--- config.mk ---
export PLATFORM = sky130hd
export DESIGN_NAME = mips_muldiv_unit
export DESIGN_NICKNAME = d
export VERILOG_FILES = /design/src/rtl/mips_muldiv_unit.sv
export SDC_FILE = /design/constraint.sdc
export NUM_CORES = 1
export LEC_CHECK = 0
export ABC_CLOCK_PERIOD_IN_PS = 26800
export BUFFER_PORTS_ARGS = -buffer_cell sky130_fd_sc_hd__buf_2
export CAP_MARGIN = 20
export CORE_MARGIN = 5
export CORE_UTILIZATION = 65
export CTS_CLUSTER_DIAMETER = 100
export DETAILED_ROUTE_END_ITERATION = 16
export GPL_TIMING_DRIVEN = 0
export PLACE_DENSITY = 0.95
export SYNTH_ARGS = -nofsm -noshare
export SYNTH_HDL_FRONTEND = slang
export SYNTH_SLANG_ARGS = --single-unit
--- constraint.sdc ---
create_clock -name CLK -period 26.8 [get_ports CLK]
set_clock_uncertainty 0.2 [all_clocks]
set_input_delay 1.34 -clock CLK [delete_from_list [all_inputs] [get_ports CLK]]
set_output_delay 1.34 -clock CLK [all_outputs]
set_load 0.01 [all_outputs]
--- src/rtl/mips_muldiv_unit.sv ---
// Iterative MULT/MULTU/DIV/DIVU unit with architectural HI/LO registers.
// One result bit per cycle, then a single fix-up cycle applies signs and writes HI/LO.
module mips_muldiv_unit #(
    parameter int WIDTH = 32
) (
    input  logic             CLK,
    input  logic             RESET,
    input  logic             Start,
    input  logic [1:0]       Op,
    input  logic [WIDTH-1:0] IN_A,
    input  logic [WIDTH-1:0] IN_B,
    input  logic             HiWrite,
    input  logic             LoWrite,
    input  logic             ReadSel,
    output logic             Busy,
    output logic             Done,
    output logic [WIDTH-1:0] HI,
    output logic [WIDTH-1:0] LO,
    output logic [WIDTH-1:0] Out
);

    localparam int CW = $clog2(WIDTH) + 1;

    typedef enum logic [1:0] {
        IDLE = 2'd0,
        MUL  = 2'd1,
        DIV  = 2'd2,
        FIX  = 2'd3
    } state_t;

    state_t             state_reg;
    logic [WIDTH-1:0]   a_mag_reg;
    logic [WIDTH-1:0]   b_mag_reg;
    logic [WIDTH-1:0]   orig_a_reg;
    logic [WIDTH-1:0]   quo_reg;
    logic [WIDTH-1:0]   rem_reg;
    logic [WIDTH-1:0]   hi_reg;
    logic [WIDTH-1:0]   lo_reg;
    logic [2*WIDTH-1:0] prod_reg;
    logic [CW-1:0]      count_reg;
    logic               sign_q_reg;
    logic               sign_r_reg;
    logic               div_zero_reg;
    logic               is_div_reg;
    logic               busy_reg;
    logic               done_reg;

    // Op[0] set means unsigned: operands are taken raw, never negated.
    logic             sign_a;
    logic             sign_b;
    logic [WIDTH-1:0] abs_a;
    logic [WIDTH-1:0] abs_b;

    assign sign_a = ~Op[0] & IN_A[WIDTH-1];
    assign sign_b = ~Op[0] & IN_B[WIDTH-1];
    assign abs_a  = sign_a ? -IN_A : IN_A;
    assign abs_b  = sign_b ? -IN_B : IN_B;

    // Shift-add: low half of prod_reg holds the remaining multiplier bits.
    logic [WIDTH:0] mul_sum;
    assign mul_sum = {1'b0, prod_reg[2*WIDTH-1:WIDTH]}
                   + (prod_reg[0] ? {1'b0, a_mag_reg} : {(WIDTH+1){1'b0}});

    // Restoring division: quo_reg starts as the dividend and fills with quotient bits.
    logic [WIDTH:0]   div_shift;
    logic [WIDTH+1:0] div_diff;
    logic             div_fits;
    assign div_shift = {rem_reg, quo_reg[WIDTH-1]};
    assign div_diff  = {1'b0, div_shift} - {2'b00, b_mag_reg};
    assign div_fits  = ~div_diff[WIDTH+1];

    logic last_iter;
    assign last_iter = (count_reg == CW'(WIDTH - 1));

    logic [WIDTH-1:0]   fix_hi;
    logic [WIDTH-1:0]   fix_lo;
    logic [2*WIDTH-1:0] prod_signed;

    always_comb begin
        prod_signed = sign_q_reg ? -prod_reg : prod_reg;
        fix_hi      = prod_signed[2*WIDTH-1:WIDTH];
        fix_lo      = prod_signed[WIDTH-1:0];
        if (is_div_reg) begin
            if (div_zero_reg) begin
                fix_hi = orig_a_reg;
                fix_lo = {WIDTH{1'b1}};
            end else begin
                fix_hi = sign_r_reg ? -rem_reg : rem_reg;
                fix_lo = sign_q_reg ? -quo_reg : quo_reg;
            end
        end
    end

    always_ff @(posedge CLK or posedge RESET) begin
        if (RESET) begin
            state_reg    <= IDLE;
            a_mag_reg    <= '0;
            b_mag_reg    <= '0;
            orig_a_reg   <= '0;
            quo_reg      <= '0;
            rem_reg      <= '0;
            hi_reg       <= '0;
            lo_reg       <= '0;
            prod_reg     <= '0;
            count_reg    <= '0;
            sign_q_reg   <= 1'b0;
            sign_r_reg   <= 1'b0;
            div_zero_reg <= 1'b0;
            is_div_reg   <= 1'b0;
            busy_reg     <= 1'b0;
            done_reg     <= 1'b0;
        end else begin
            done_reg <= 1'b0;
            case (state_reg)
                IDLE: begin
                    if (Start) begin
                        a_mag_reg    <= abs_a;
                        b_mag_reg    <= abs_b;
                        orig_a_reg   <= IN_A;
                        sign_q_reg   <= sign_a ^ sign_b;
                        sign_r_reg   <= sign_a;
                        div_zero_reg <= Op[1] && (IN_B == '0);
                        is_div_reg   <= Op[1];
                        count_reg    <= '0;
                        prod_reg     <= {{WIDTH{1'b0}}, abs_b};
                        quo_reg      <= abs_a;
                        rem_reg      <= '0;
                        busy_reg     <= 1'b1;
                        state_reg    <= Op[1] ? DIV : MUL;
                    end else begin
                        // A same-cycle Start takes priority, so moves only land here.
                        if (HiWrite) hi_reg <= IN_A;
                        if (LoWrite) lo_reg <= IN_A;
                    end
                end
                MUL: begin
                    prod_reg  <= {mul_sum, prod_reg[WIDTH-1:1]};
                    count_reg <= count_reg + CW'(1);
                    if (last_iter) state_reg <= FIX;
                end
                DIV: begin
                    if (div_fits) begin
                        rem_reg <= div_diff[WIDTH-1:0];
                        quo_reg <= {quo_reg[WIDTH-2:0], 1'b1};
                    end else begin
                        rem_reg <= div_shift[WIDTH-1:0];
                        quo_reg <= {quo_reg[WIDTH-2:0], 1'b0};
                    end
                    count_reg <= count_reg + CW'(1);
                    if (last_iter) state_reg <= FIX;
                end
                FIX: begin
                    hi_reg    <= fix_hi;
                    lo_reg    <= fix_lo;
                    busy_reg  <= 1'b0;
                    done_reg  <= 1'b1;
                    state_reg <= IDLE;
                end
                default: state_reg <= IDLE;
            endcase
        end
    end

    assign Busy = busy_reg;
    assign Done = done_reg;
    assign HI   = hi_reg;
    assign LO   = lo_reg;
    assign Out  = ReadSel ? hi_reg : lo_reg;

endmodule

Word-level counts from Yosys, hierarchy flattened
Cells that the tools add are included.
{"block": "word_totals", "inputBits": 72, "register_bits": 302}
{"block": "op_classes", "add_sub_neg": 8, "eq_ne": 9, "reduce_logical": 16, "bitwise": 4, "muxes": 34}
{"op": "32-bit 2-to-1 mux", "count": 17}
{"op": "32-bit one-hot mux with 2 select lines", "count": 4}
{"op": "64-bit 2-to-1 mux", "count": 2}
{"op": "32-bit negator", "count": 4}
{"op": "64-bit one-hot mux with 2 select lines", "count": 1}
{"op": "64-bit negator", "count": 1}
{"op": "33-bit by 32-bit subtractor with 34-bit output", "count": 1}
{"op": "32-bit by 32-bit adder with 33-bit output", "count": 1}
{"op": "32-bit zero test", "count": 1}
{"op": "6-bit one-hot mux with 2 select lines", "count": 1}
{"op": "2-bit AND reduction", "count": 6}
{"op": "2-bit inequality test, second input constant", "count": 4}
{"op": "2-bit nonzero test", "count": 4}
{"op": "6-bit by 1-bit adder with 6-bit output, second input constant", "count": 1}
{"op": "6-bit by 5-bit equality test with 1-bit output, second input constant", "count": 1}
{"op": "2-bit 2-to-1 mux", "count": 3}
{"op": "6-bit 2-to-1 mux", "count": 1}
{"op": "2-bit one-hot mux with 3 select lines", "count": 1}
{"op": "3-bit AND reduction", "count": 2}
{"op": "2-bit equality test, second input constant", "count": 2}
{"op": "1-bit 2-to-1 mux", "count": 3}
{"op": "1-bit AND", "count": 2}
{"op": "2-bit by 1-bit equality test with 1-bit output, second input constant", "count": 1}
{"op": "2-bit zero test", "count": 1}
{"op": "6 further kinds", "count": 6}

Longest topological paths before layout
{"block": "logic_depth", "ltp_word": 5, "ltp_mapped": 16, "ltp_nobuf": 14}

Worst setup path after synthesis
Ideal clock, no wire load.
{"block": "synth_path", "kind": "input to register", "from": "in IN_A[8]", "to": "reg quo_reg[29]", "arrival_time_ns": 3.951, "cell_stages": 9, "setup_slack_ns": 22.531, "path_buffers": 0, "cell_sequence": "or4_1 nor3_1 nand3b_1 or4_1 or3_1 o41ai_1 xor2_1 a211oi_1 a21o_1"}
{"block": "synth_between", "elab_chain_len": 4}
{"element": "start, declared", "line": "10", "rtl": "input logic [WIDTH-1:0] IN_A,"}
{"element": "32-bit negator", "line": "56", "rtl": "assign abs_a = sign_a ? -IN_A : IN_A;"}
{"element": "32-bit 2-to-1 mux", "line": "56"}
{"element": "32-bit 2-to-1 mux", "line": "116", "rtl": "if (Start) begin"}
{"element": "32-bit one-hot mux with 2 select lines", "line": "114", "rtl": "case (state_reg)"}
{"element": "end signal, assigned", "line": "126", "rtl": "quo_reg <= abs_a;"}
{"element": "end signal, assigned", "line": "144", "rtl": "quo_reg <= {quo_reg[WIDTH-2:0], 1'b1};"}
{"element": "end signal, assigned", "line": "147", "rtl": "quo_reg <= {quo_reg[WIDTH-2:0], 1'b0};"}
{"element": "end, declared", "line": "35", "rtl": "logic [WIDTH-1:0] quo_reg;"}
No other way between the ends. The select of a mux whose other input is x is not followed.
A chain may end at the register's enable or synchronous reset.

Worst setup path in the final report
{"block": "layout_path", "from": "reg prod_reg[0]", "to": "reg prod_reg[62]"}
{"block": "layout_between", "elab_chain_len": 3}
{"element": "start, declared", "line": "39", "rtl": "logic [2*WIDTH-1:0] prod_reg;"}
{"element": "start signal, assigned", "line": "125", "rtl": "prod_reg <= {{WIDTH{1'b0}}, abs_b};"}
{"element": "start signal, assigned", "line": "137", "rtl": "prod_reg <= {mul_sum, prod_reg[WIDTH-1:1]};"}
{"element": "32-bit 2-to-1 mux", "line": "62", "rtl": "+ (prod_reg[0] ? {1'b0, a_mag_reg} : {(WIDTH+1){1'b0}});"}
{"element": "32-bit by 32-bit adder with 33-bit output", "line": "62"}
{"element": "64-bit one-hot mux with 2 select lines", "line": "114"}
No other way between the ends.

==> summary.md <==
| Metric | Value |
|---|---|
| Ys async rst share | `100%` |
| R2R Path End | `prod_reg[62]` |
| CORE AREA | `0.0317 mm^2` |
| Hold Path Class | `flop to flop` |
| Endpoint type of the worst setup path | `flop` |
| Crit Path Category | `flop to flop` |
| Final net count | `2,893` |
| Detail Placement HPWL | `66,700 um` |
| Synth top area cells | `dfrtp_1 (36%), nand2_1 (8.2%), o21ai_0 (6.3%)` |
| Maximum vdd drop | `0.000104 V` |
| Outcome | `complete, no violations` |
| CTS Root Cell | `clkbuf_16` |
| Vias/cell | `7.00` |
| Routed WL | `86,600 um` |
| Syn_area_per_cell | `8.25 um^2` |
| Top cell type's share of synthesized area | `36.0%` |
| First-pass GRT wire length | `129,000 um` |
| WL/cell | `27.3 um` |
| H-tree depth | `2` |
| FF+latch count, synth | `301` |
| # DRC | `0` |
| Fin crit period | `5.22 ns` |
| CTS tree | `done` |
| Vias in the first global route | `21,300` |
| Bufs on Longest Clock Path | `3` |
| Crit path DAT | `5.40 ns` |
| Main flop type after synthesis | `dfrtp_1` |
| Area after DPL | `0.0223 mm^2` |
| Site row count | `65` |
| Clock Pin Slew Worst Setup and Hold Paths | `0.07 ns` |
| Total negative setup slack | `0 ns` |
| CTS buffer count | `35` |
| EDFF count, synth | `0` |
| Worst-path fanout max | `10` |
| Slew @ Worst Pin | `1.07 ns` |
| Via count | `22,200` |
| Final Setup Violations | `0` |
| Syn nets | `2,687` |
| Hold depth | `2` |
| Clk sinks | `301` |
| Post-cts repair resize count | `0` |
| Area growth from synthesis to layout | `12.7%` |
| Fmax | `192 MHz` |
| Distinct cells, synth | `70` |
| Synth Warn # | `0` |
| Synth cell count leaders | `nand2_1 (457), dfrtp_1 (301), o21ai_0 (265)` |
| Seq/Total Area, Yosys | `36.0%` |
| IO buf count | `167` |
| Final Hold Viols | `0` |
| Total Power | `3.36 mW` |
| Drt first-iter violations | `3,352` |
| Postcts setup bufs | `0` |
| Die X-Extent | `189 um` |
| Post-synthesis cell count | `2,539` |
| RSZ-0062 raised after global routing | `no` |
| Post-CTS Hold Fix Bufs | `0` |
| # fillers | `2,401` |
| Global Route Usage Sum | `47.1%` |
| Max Cap Violations | `0` |
| Initial antenna violation count | `6` |
| Slew margin rel. | `27.9%` |
| Slew Viols, Final | `0` |
| Total grt overflow | `0` |
| Die area | `0.0359 mm^2` |
| Layout cells sized above 1 | `10.4%` |
| Post-Synthesis Cell Area | `0.0209 mm^2` |
| Largest net degree at the start of global routing | `135` |
| Synth area leader | `dfrtp_1` |
| Hold Path End | `orig_a_reg[13]` |
| Worst Hold Launch | `orig_a_reg[13]` |
| Io pins | `170` |
| Drt first pass iters | `7` |
| Reg2Reg Setup Slack | `21.58 ns` |
| Reg2Reg Launch Point | `prod_reg[0]` |
| Post-route ant nets | `0` |
| Die height | `189 um` |
| Worst skew pair latency | `0.55 ns` |
| Lkg Pwr | `10.6 nW` |
| CP required | `26.99 ns` |
| Final Cell Area | `0.0236 mm^2` |
| PD cells | `143 mW/mm^2` |
| Final GP Congestion | `1.08` |
| Period utilization | `19.5%` |
| Most frequent cell after synthesis | `nand2_1` |
| Max reg flops | `64` |
| Starting Density | `66.0%` |
| Critical Path Source Type | `flop` |
| R2R depth | `15` |
## how the worst max path moves through the flow
| stage | start | end | slack (ns) |
|---|---|---|---|
| after floorplan | RESET | Busy | 16.94 |
| after global placement | RESET | prod_reg[8] | 13.81 |
| after detailed placement | IN_A[8] | quo_reg[29] | 21.69 |
| after CTS | prod_reg[0] | prod_reg[62] | 21.77 |
| after global routing | prod_reg[0] | prod_reg[62] | 21.36 |
| final | prod_reg[0] | prod_reg[62] | 21.58 |
## cells in the final DEF, fill, tap and decap left out, types with 7 or more instances in the layout
cell type and count:
o21a_1 9, and2_1 39, nand2_1 457, mux2i_1 57, clkbuf_16 37, or2_2 10
o31ai_1 41, nor2b_1 19, nor4_1 19, and3_1 11, mux2_2 34, o221ai_1 33
clkbuf_1 127, clkbuf_8 7, nor3_1 30, o211ai_1 31, o21ai_0 265, xnor2_1 146
o41ai_1 19, nand3_1 20, xor2_1 90, buf_1 20, or4_1 25, buf_2 168
or3_1 23, a31oi_1 59, inv_1 67, a22o_1 14, a21oi_1 104, ha_1 74
dfrtp_1 301, nand2b_1 49, a21o_1 57, nor2_1 180, a211oi_1 28
## worst max-delay path, cell delays in order, from the launching register on
cell and delay [ns]:
dfrtp_1 0.32, clkbuf_1 0.52, clkbuf_1 0.47, nand2_1 0.21, inv_1 0.11, ha_1 0.24, a211oi_1 0.24, nor2_1 0.14
o2111a_1 0.26, o2111ai_1 0.28, a21oi_1 0.16, o311ai_0 0.93, a2111oi_0 0.33, o31ai_1 0.35, xor2_1 0.20, o21ai_0 0.10
## report_power, final
group	switching [mW]	internal [mW]
combinational	1.27	0.660
clock	0.208	0.319
sequential	0.249	0.658
## logic make-up (layout without fill, tap and decap cells)
logic type               after synthesis  count (layout)  share of synthesized area (%)
XOR/XNOR                             236             236                           9.87
flip-flops                           301             301                           36.0
buffers and inverters                217             447                           3.94
AO/OA/AOI/OAI                        707             707                           21.3
multiplexers                          91              91                           4.55
adder cells (fa/ha/maj)               76              76                           4.61
other                                  0               2                              0
AND/OR/NAND/NOR                      911             911                           19.8
## per-layer routing
metal | vias to the layer above | part of all wire [%] | track usage, % | routed length (um)
li1 | 9385 | - | - | -
met2 | 1952 | 42 | 71.3 | 36500
met1 | 10400 | 35 | 60.4 | 30700
met5 | - | 0.039 | 0 | 34
met3 | 485 | 15 | 13.1 | 12700
met4 | 6 | 7.8 | 28.3 | 6730
## area by class of cell
type,count,area [um^2],area share (%)
multi-input cells,2021,12600,53.3
flip-flops and latches,301,7530,31.9
clock buffers,47,1030,4.38
repair buffers,169,891,3.78
plain buffers,147,562,2.38
well taps,402,503,2.13
inverters,70,270,1.15
clock inverters,14,209,0.886
diodes,2,5.00,0.0212
## through the flow
step / setup slack (ns) / utilization [%] / hold WS [ns] / instances
final: 21.58 / 74.4 / 0.284 / 3173
after global routing: 21.36 / 74.4 / 0.303 / 3172
after CTS: 21.77 / 74.3 / 0.277 / 3171
after detailed placement: 21.69 / 70.4 / 0.260 / 3110
after global placement: 13.81 / 70.2 / 0.253 / 3108
after floorplan: 16.94 / - / 0.237 / 2539
Note: power is estimated with default switching activity, not from simulation.
